[config.mk]
export PLATFORM = sky130hd
export DESIGN_NAME = operand_entry
export DESIGN_NICKNAME = d
export VERILOG_FILES = /design/src/rtl/operand_entry.sv
export SDC_FILE = /design/constraint.sdc
export NUM_CORES = 1
export LEC_CHECK = 0
export CELL_PAD_IN_SITES_DETAIL_PLACEMENT = 1
export CELL_PAD_IN_SITES_GLOBAL_PLACEMENT = 1
export CORE_ASPECT_RATIO = 1.25
export CORE_UTILIZATION = 30
export CTS_CLUSTER_SIZE = 20
export DETAILED_ROUTE_END_ITERATION = 8
export HOLD_SLACK_MARGIN = 0.03
export PLACE_DENSITY_LB_ADDON = 0.25
export SLEW_MARGIN = 20
export SYNTH_ARGS = -nofsm -noshare
export SYNTH_HDL_FRONTEND = slang
export SYNTH_SLANG_ARGS = --single-unit
export TNS_END_PERCENT = 5
[constraint.sdc]
create_clock -name clk -period 3.26 [get_ports clk]
set_input_delay 0.652 -clock clk [delete_from_list [all_inputs] [get_ports clk]]
set_output_delay 0.652 -clock clk [all_outputs]
set_load 0.01 [all_outputs]
[src/rtl/operand_entry.sv]
// Purpose: collects decimal keypad digits and a sign, then converts them to a two's-complement value.
// Latency: DIGITS+1 cycles from the enter strobe to out_valid; one digit is folded in per CONV cycle.
// Backpressure: the result is held in HOLD until out_ready; keys are ignored in CONV and in HOLD (except clear).
//
// Ports:
//   clk, rst           - single clock, synchronous active-high reset
//   key_stb, key_code  - one-cycle key strobe; 0-9 digit, 10 sign, 11 backspace, 12 clear, 13 enter
//   bcd, neg, ndig     - current entry: digits (LSD in [3:0]), sign, digit count
//   busy               - high while converting or holding a result
//   value, err         - converted result and out-of-range flag, qualified by out_valid
//   out_valid/out_ready- result handshake
// Build option: define OPERAND_ENTRY_SATURATE_EN to saturate out-of-range results instead of zeroing them.
module operand_entry #(
  parameter int DIGITS = 3,
  parameter int WIDTH  = 8
) (
  input  logic                clk,
  input  logic                rst,
  input  logic                key_stb,
  input  logic [3:0]          key_code,
  output logic [4*DIGITS-1:0] bcd,
  output logic                neg,
  output logic [2:0]          ndig,
  output logic                busy,
  output logic [WIDTH-1:0]    value,
  output logic                out_valid,
  input  logic                out_ready,
  output logic                err
);

  localparam int BW = 4 * DIGITS;
  localparam int AW = $clog2(10 ** DIGITS);
  localparam logic [31:0] POS_MAX = (32'd1 << (WIDTH - 1)) - 32'd1;
  localparam logic [31:0] NEG_MAX = 32'd1 << (WIDTH - 1);

  localparam logic [3:0] K_SIGN  = 4'd10;
  localparam logic [3:0] K_BKSP  = 4'd11;
  localparam logic [3:0] K_CLEAR = 4'd12;
  localparam logic [3:0] K_ENTER = 4'd13;

  typedef enum logic [1:0] {S_EMPTY, S_ENTRY, S_CONV, S_HOLD} state_t;

  state_t           state_q, state_d;
  logic [BW-1:0]    bcd_q, bcd_d;
  logic             neg_q, neg_d;
  logic [2:0]       ndig_q, ndig_d;
  logic [BW-1:0]    conv_q, conv_d;   // working copy of bcd, shifted left so the next digit is on top
  logic [AW-1:0]    mag_q, mag_d;
  logic [2:0]       cnt_q, cnt_d;
  logic [WIDTH-1:0] value_q, value_d;
  logic             err_q, err_d;

  logic [AW-1:0]    mag_nx;
  logic [31:0]      mag_ext;
  logic             in_range;

  always_comb begin
    state_d  = state_q;
    bcd_d    = bcd_q;
    neg_d    = neg_q;
    ndig_d   = ndig_q;
    conv_d   = conv_q;
    mag_d    = mag_q;
    cnt_d    = cnt_q;
    value_d  = value_q;
    err_d    = err_q;

    // Intermediate values never exceed 10^DIGITS-1, so AW bits suffice throughout.
    mag_nx   = (mag_q * AW'(10)) + AW'(conv_q[BW-1 -: 4]);
    mag_ext  = 32'(mag_nx);
    in_range = neg_q ? (mag_ext <= NEG_MAX) : (mag_ext <= POS_MAX);

    case (state_q)
      S_EMPTY, S_ENTRY: begin
        if (key_stb) begin
          if (key_code <= 4'd9) begin
            if (ndig_q < 3'(DIGITS)) begin
              bcd_d   = (bcd_q << 4) | BW'(key_code);
              ndig_d  = ndig_q + 3'd1;
              state_d = S_ENTRY;
            end
          end else if (key_code == K_SIGN) begin
            neg_d = ~neg_q;
          end else if (key_code == K_BKSP) begin
            // EMPTY already has no digits, so backspace only acts in ENTRY.
            if (state_q == S_ENTRY) begin
              bcd_d  = bcd_q >> 4;
              ndig_d = ndig_q - 3'd1;
              if (ndig_q == 3'd1) state_d = S_EMPTY;
            end
          end else if (key_code == K_CLEAR) begin
            bcd_d   = '0;
            ndig_d  = '0;
            neg_d   = 1'b0;
            state_d = S_EMPTY;
          end else if (key_code == K_ENTER) begin
            // bcd is all zero in EMPTY, so the same conversion yields 0; only the sign needs forcing.
            if (state_q == S_EMPTY) neg_d = 1'b0;
            conv_d  = bcd_q;
            mag_d   = '0;
            cnt_d   = '0;
            state_d = S_CONV;
          end
        end
      end

      S_CONV: begin
        conv_d = conv_q << 4;
        mag_d  = mag_nx;
        cnt_d  = cnt_q + 3'd1;
        if (cnt_q == 3'(DIGITS - 1)) begin
          state_d = S_HOLD;
          if (in_range) begin
            value_d = neg_q ? WIDTH'(32'd0 - mag_ext) : WIDTH'(mag_ext);
            err_d   = 1'b0;
          end else begin
`ifdef OPERAND_ENTRY_SATURATE_EN
            value_d = neg_q ? {1'b1, {(WIDTH-1){1'b0}}} : {1'b0, {(WIDTH-1){1'b1}}};
`else
            value_d = '0;
`endif
            err_d   = 1'b1;
          end
        end
      end

      S_HOLD: begin
        // Handshake or clear both return to EMPTY; any other key this cycle is dropped.
        if (out_ready || (key_stb && (key_code == K_CLEAR))) begin
          bcd_d   = '0;
          ndig_d  = '0;
          neg_d   = 1'b0;
          state_d = S_EMPTY;
        end
      end

      default: state_d = S_EMPTY;
    endcase
  end

  always_ff @(posedge clk) begin
    if (rst) begin
      state_q <= S_EMPTY;
      bcd_q   <= '0;
      neg_q   <= 1'b0;
      ndig_q  <= '0;
      conv_q  <= '0;
      mag_q   <= '0;
      cnt_q   <= '0;
      value_q <= '0;
      err_q   <= 1'b0;
    end else begin
      state_q <= state_d;
      bcd_q   <= bcd_d;
      neg_q   <= neg_d;
      ndig_q  <= ndig_d;
      conv_q  <= conv_d;
      mag_q   <= mag_d;
      cnt_q   <= cnt_d;
      value_q <= value_d;
      err_q   <= err_d;
    end
  end

  assign bcd       = bcd_q;
  assign neg       = neg_q;
  assign ndig      = ndig_q;
  assign value     = value_q;
  assign err       = err_q;
  assign busy      = (state_q == S_CONV) || (state_q == S_HOLD);
  assign out_valid = (state_q == S_HOLD);

endmodule

==> flow_summary.ini, run 1 <==
[timing]
worst_slew_pin_slew_ns = 1.03
hold_viol_final = 0
fin_skew_ns = 0.00782
finalSetupViolations = 0
min_period_ns = 3.04
rsz0062_at_grt = no
relSlewSlack_pct = 31.5
slew_viol_final = 0
setup_tns_ns = 0
max_freq_ghz = 0.329
period_share_pct = 93.1

[logic_synthesis]
yosys-top-cells-area = dfxtp_1 35%, ha_1 8.7%, nor2_1 5.9%
synth_area_per_cell_sq_um = 8.24
yosysUniqueCellTypes = 50
ys_warn_count = 0
syn-num-nets = 380
async_flop_share_pct = 0
ys_ff_latch = 51
yosysSeqAreaShare_pct = 35.4
yosysTopAreaCellShare_pct = 35.4
synthMostInstantiatedCell = dfxtp_1
yosys.area.top_type = dfxtp_1
synth_area_sq_um = 2880
synth_edf_count = 0
synthCells = 350
synth_top_flop_cell = dfxtp_1
ys_top_cells_by_count = 51 x dfxtp_1, 45 x nor2_1, 36 x nand2_1

[global_route]
grtUsageTotal_pct = 16.6
grt_pass1_vias = 2723
antenna_found_initial = 0
grt_pass1_wl_microns = 13200
grt_overflow = 0
grt_max_degree = 52

[clock_tree]
cts-htree-levels = 2
hold_buffers = 0
insertion_delay_ns = 0.29
cts-root-buf = clkbuf_16
cts_buffer_depth = 2
path_clk_slew_ns = 0.07
cts.sinks = 51
cts_tree = done
cts_buffers = 5

[hold_path]
hold_path.class = flop to flop
hold_depth = 2

[place]
dp_cells = 496
portBuffers = 34
dp_hpwl_microns = 5710
gp_congestion = 0.808
placed_area_sq_um = 3360

[setup_path]
path_cells = ha_1 -> ha_1 -> fa_1 -> nand2_2 -> nor3_2 -> xnor2_1 -> or4_4 -> a211oi_4 -> buf_4 -> a32oi_1 -> nor2_1
cp_max_fo = 9
critPathKind = flop to flop
worst-path-buf-inv = 1
critPathMostFrequentCell = ha_1
cp_top_family = adder cells
cp-end-kind = flop
max_stage_delay_ns = 0.55
ff2ff_path_depth = 11
slowest_stage = or4_4
crit_required_ns = 3.48
cp.arrival_ns = 3.25
critPathLaunchType = flop
cp_num_cells = 11

[finish]
final_design_area_no_fill_sq_um = 3540
drive_gt1_share_pct = 8.12
layoutNonFillerInstCount = 505
fillers = 1096
antennaDiodeCount = 0
area_growth_pct = 22.7
nNetsFinal = 411
seq_area_sq_um = 1020
multi_input_area_sq_um = 1740

[drt]
ant_nets = 0
dr.pass1.iters = 4
drt_iter0_markers = 79
vias = 2605
drc = 0
routed_via_density = 5.16
wirelength_microns = 7840
routed_wire_length_per_instance_microns = 15.5

[floorplan]
start_util_pct = 31.3
rows = 39
pin_count = 35
die_width_microns = 89.7
core_area_sq_um = 9220
die_area_sq_um = 10000
die_height_microns = 112

[pwr]
leakagePower_nw = 1.35
peakVddDrop_mv = 0.233
power.density_nw_per_um2 = 421

[run_status]
status = finished, final reports clean

[job]
max-cap-violations = 0
## layout make-up
cell class / count / share of cell area (%)
Clock buffer: 5 / 3.54
Clock inverter: 3 / 1.24
Inverter: 13 / 1.38
Sequential cell: 51 / 28.9
Multi-Input combinational cell: 266 / 49.0
Tap cell: 123 / 4.35
Timing Repair Buffer: 44 / 11.6
## power breakdown
group / total (mW) / internal [mW] / switching [mW]
combinational: 0.210 / 0.0870 / 0.123
clock: 0.609 / 0.363 / 0.246
sequential: 0.671 / 0.643 / 0.0277
## sequential cells by signal, indices dropped and copies added, names as in the netlist
signal,count
cnt_q,3
bcd,12
neg,1
value,8
err,1
conv_q,12
mag_q,9
ndig,3
state_q,2
## path summary, 6_finish.rpt
kind / slack (ns) / from / end
worst min register to register: 0.46 / conv_q[7]$_SDFFE_PP0P_ / conv_q[7]$_SDFFE_PP0P_
worst max-delay path: 0.22 / mag_q[1]$_SDFFE_PP0P_ / value[3]$_SDFFE_PP0P_
worst min-delay path: 0.46 / conv_q[7]$_SDFFE_PP0P_ / conv_q[7]$_SDFFE_PP0P_
worst max register to register: 0.22 / mag_q[1]$_SDFFE_PP0P_ / value[3]$_SDFFE_PP0P_
## what timing repair did
item,4_1_cts,5_1_grt
setup endpoints to repair,0,8
resized for setup,0,0
buffers inserted,0,1
## stage by stage
step / power, mW / hold slack, ns / setup WS [ns] / utilization [%]
6_report: 1.49 / 0.459 / 0.224 / 38.4
5_1_grt: 1.56 / 0.492 / 0.0479 / 38.4
3_3_place_gp: 0.894 / 0.445 / 0.196 / 36.5
4_1_cts: 1.51 / 0.458 / 0.0873 / 38.3
3_5_place_dp: 0.897 / 0.447 / 0.0963 / 36.5
2_1_floorplan: 0.811 / 0.437 / 0.292 / -
## placed cells by master (no fill, tap or decap), types with 2 or more instances in the layout
cell type and count:
xnor2_1 10, nor2_1 45, a211oi_1 2, buf_4 10, a22oi_1 6, o211ai_1 2, a221oi_1 4, xor2_1 6
dfxtp_1 51, a32oi_1 8, a31oi_1 3, mux2i_1 6, nor3_2 3, a21oi_1 33, nand4_1 4, fa_1 2
a311oi_1 3, ha_1 20, clkdlybuf4s50_1 33, or2_2 2, o21a_1 2, nand3_1 17, nand2_1 36, o21ai_0 9
o22ai_1 2, nor3_1 10, inv_1 13, clkbuf_16 5, nand3b_1 3, nor2b_1 8
## kinds of logic (layout without fill, tap and decap cells)
logic type,Yosys count,count (layout),synth area share [%]
AOI/OAI and AO/OA,84,84,19.6
xor gates and xnor gates,18,18,6.20
adders and majority gates,22,22,10.1
buffers and inverters,33,65,4.43
DFF,51,51,35.4
muxes,6,6,2.08
and+or+nand+nor,136,136,22.3
## routing by layer
layer | global-route usage, % | wire (microns) | up-vias | share of wire [%]
met2 | 29.0 | 3880 | 38 | 49
met5 | 0 | 0 | - | 0
met1 | 20.4 | 3610 | 1254 | 46
met3 | 2.37 | 167 | 16 | 2.1
li1 | - | - | 1297 | -
met4 | 5.71 | 177 | 0 | 2.3
## worst reg2reg max path, delay by kind of cell, from the launching register on
family	cells	cell delay [ns]
compound gates	2	0.30
simple gates	4	0.96
fa+ha+maj	3	1.08
flops	1	0.34
xor+xnor	1	0.11
buf+inv	1	0.19
No activity file was read; power rests on OpenSTA's default activity.
==> run 2, diff against run 1 <==
clock period = 3.6 ns   (was 3.26 ns; I/O delays follow)
==> run 2 against run 1 <==
Net effect:
- first-iteration DRC count rose by 29%
- clock power fell by 6.1%
- clock skew rose by 0.00056 ns
- critical path depth fell by 1
- core utilization fell by 0.27 points
- die area did not move
- total power fell by 8.3%
- critical endpoint is now value[2]$_SDFFE_PP0P_
- flip-flop and latch count did not move
==> flow_summary.ini, run 2 (synthesized netlist as in run 1, its figures left out) <==
[setup_path]
ff2ff_path_depth = 10
crit_start = mag_q[1]$_SDFFE_PP0P_
r2r_end = value[2]$_SDFFE_PP0P_
slowest_stage = or4_4
critPathLaunchType = flop
r2r-start = mag_q[1]$_SDFFE_PP0P_
critPathKind = flop to flop
cp-end-kind = flop
cp_max_fo = 9
path_cells = ha_1 -> ha_1 -> fa_1 -> nand2_2 -> nor3_2 -> xnor2_1 -> or4_4 -> a211oi_4 -> a32oi_1 -> nor2_1
endpoint = value[2]$_SDFFE_PP0P_
cp.arrival_ns = 3.51
crit_required_ns = 3.81
critPathMostFrequentCell = ha_1
r2r_slack_ns = 0.31
max_stage_delay_ns = 0.58

[timing]
worst_slew_pin_slew_ns = 0.994
hold_viol_final = 0
fin_skew_ns = 0.00838
setup_slack_ns = 0.308
min_period_ns = 3.29
finalSetupViolations = 0
max_freq_ghz = 0.304
slew_viol_final = 0
relSlewSlack_pct = 33.7
setup_tns_ns = 0
rsz0062_at_grt = no
hold_ws_ns = 0.458
period_share_pct = 91.5

[place]
portBuffers = 34
dp_hpwl_microns = 5690
pre_cts_ws_ns = 0.338
gp_congestion = 0.791

[drt]
wirelength_microns = 7880
drc = 0
routed_via_density = 5.21
drt_iter0_markers = 102
dr.pass1.iters = 4
ant_nets = 0
routed_wire_length_per_instance_microns = 15.7
vias = 2612

[floorplan]
start_util_pct = 31.3
die_width_microns = 89.7
core_area_sq_um = 9220
rows = 39
die_height_microns = 112
die_area_sq_um = 10000
pin_count = 35

[global_route]
antenna_found_initial = 0
grtUsageTotal_pct = 17.1
grt_max_degree = 52
grt_overflow = 0
grt_pass1_wl_microns = 13400
grt_pass1_vias = 2760

[clock_tree]
cts_buffer_depth = 2
cts_setup_buffers = 0
ctsResizeCount = 0
insertion_delay_ns = 0.29
path_clk_slew_ns = 0.07
cts_buffers = 5
hold_buffers = 0
cts_tree = done
cts-root-buf = clkbuf_16
cts-htree-levels = 2
cts.sinks = 51

[finish]
final_util_pct = 38.1
final_cell_mix = 51 x dfxtp_1, 45 x nor2_1, 36 x nand2_1, 33 x a21oi_1, 33 x clkdlybuf4s50_1
nNetsFinal = 407
area_growth_pct = 21.8
final_common_cell = dfxtp_1
drive_gt1_share_pct = 7.14
fillers = 1100
antennaDiodeCount = 0

[run_status]
status = finished, final reports clean

[pwr]
leakagePower_nw = 1.34
power.density_nw_per_um2 = 389
peakVddDrop_mv = 0.180

[hold_path]
hold_path.class = flop to flop

[job]
max-cap-violations = 0
==> run 2: cell count changes in the layout (fill, tap and decap cells not counted), sizes merged <==
cell | before | now
buf | 11 | 7
clkinv | 2 | 1
clkbuf | 5 | 6
==> run 2: layer usage <==
| metal | up-vias | part of all wire (%) | global-route usage, % | wire, microns |
|---|---|---|---|---|
| met5 | - | 0 | 0 | 0 |
| met4 | 0 | 0.74 | 3.17 | 58 |
| met3 | 8 | 2.2 | 2.00 | 170 |
| li1 | 1295 | - | - | - |
| met2 | 37 | 53 | 31.6 | 4160 |
| met1 | 1272 | 44 | 20.7 | 3490 |
==> run 2: critical path, delay by kind of cell, from the launching register on <==
| kind | cells | cell delay, ns |
|---|---|---|
| XOR/XNOR | 1 | 0.16 |
| adder cells (fa/ha/maj) | 3 | 1.08 |
| AO/OA/AOI/OAI | 2 | 0.63 |
| AND/OR/NAND/NOR | 4 | 1.01 |
| flip-flops | 1 | 0.35 |
==> run 2: power by group <==
| group | switching, mW | total [mW] | internal, mW | leakage, nW |
|---|---|---|---|---|
| Sequential | 0.0244 | 0.607 | 0.582 | 0.413 |
| Clock | 0.225 | 0.572 | 0.347 | 0.0868 |
| Combinational | 0.111 | 0.188 | 0.0773 | 0.836 |
| Total | 0.361 | 1.37 | 1.01 | 1.34 |
==> run 2: worst min path at each step <==
stage	startpoint	to	cells after the start
6_report	conv_q[6]$_SDFFE_PP0P_	conv_q[6]$_SDFFE_PP0P_	2
3_3_place_gp	conv_q[5]$_SDFFE_PP0P_	conv_q[5]$_SDFFE_PP0P_	2
2_1_floorplan	conv_q[6]$_SDFFE_PP0P_	conv_q[6]$_SDFFE_PP0P_	2
4_1_cts	conv_q[6]$_SDFFE_PP0P_	conv_q[6]$_SDFFE_PP0P_	2
5_1_grt	conv_q[9]$_SDFFE_PP0P_	conv_q[9]$_SDFFE_PP0P_	2
3_5_place_dp	conv_q[4]$_SDFFE_PP0P_	conv_q[4]$_SDFFE_PP0P_	2
==> run 2: layout make-up <==
type / count / area [sq um] / share of cell area, %
clock buffers: 6 / 139 / 3.95
multi-input cells: 266 / 1740 / 49.4
inverters: 13 / 48.8 / 1.39
flip-flops and latches: 51 / 1020 / 29.1
repair buffers: 40 / 380 / 10.8
well taps: 123 / 154 / 4.38
clock inverters: 2 / 35.0 / 0.997
==> run 2: through the flow <==
step	cells	cell area [sq um]	power, mW
2_1_floorplan	350	2880	0.734
4_1_cts	501	3510	1.38
3_3_place_gp	493	3340	0.807
3_5_place_dp	493	3340	0.810
5_1_grt	501	3510	1.42
6_report	501	3510	1.37
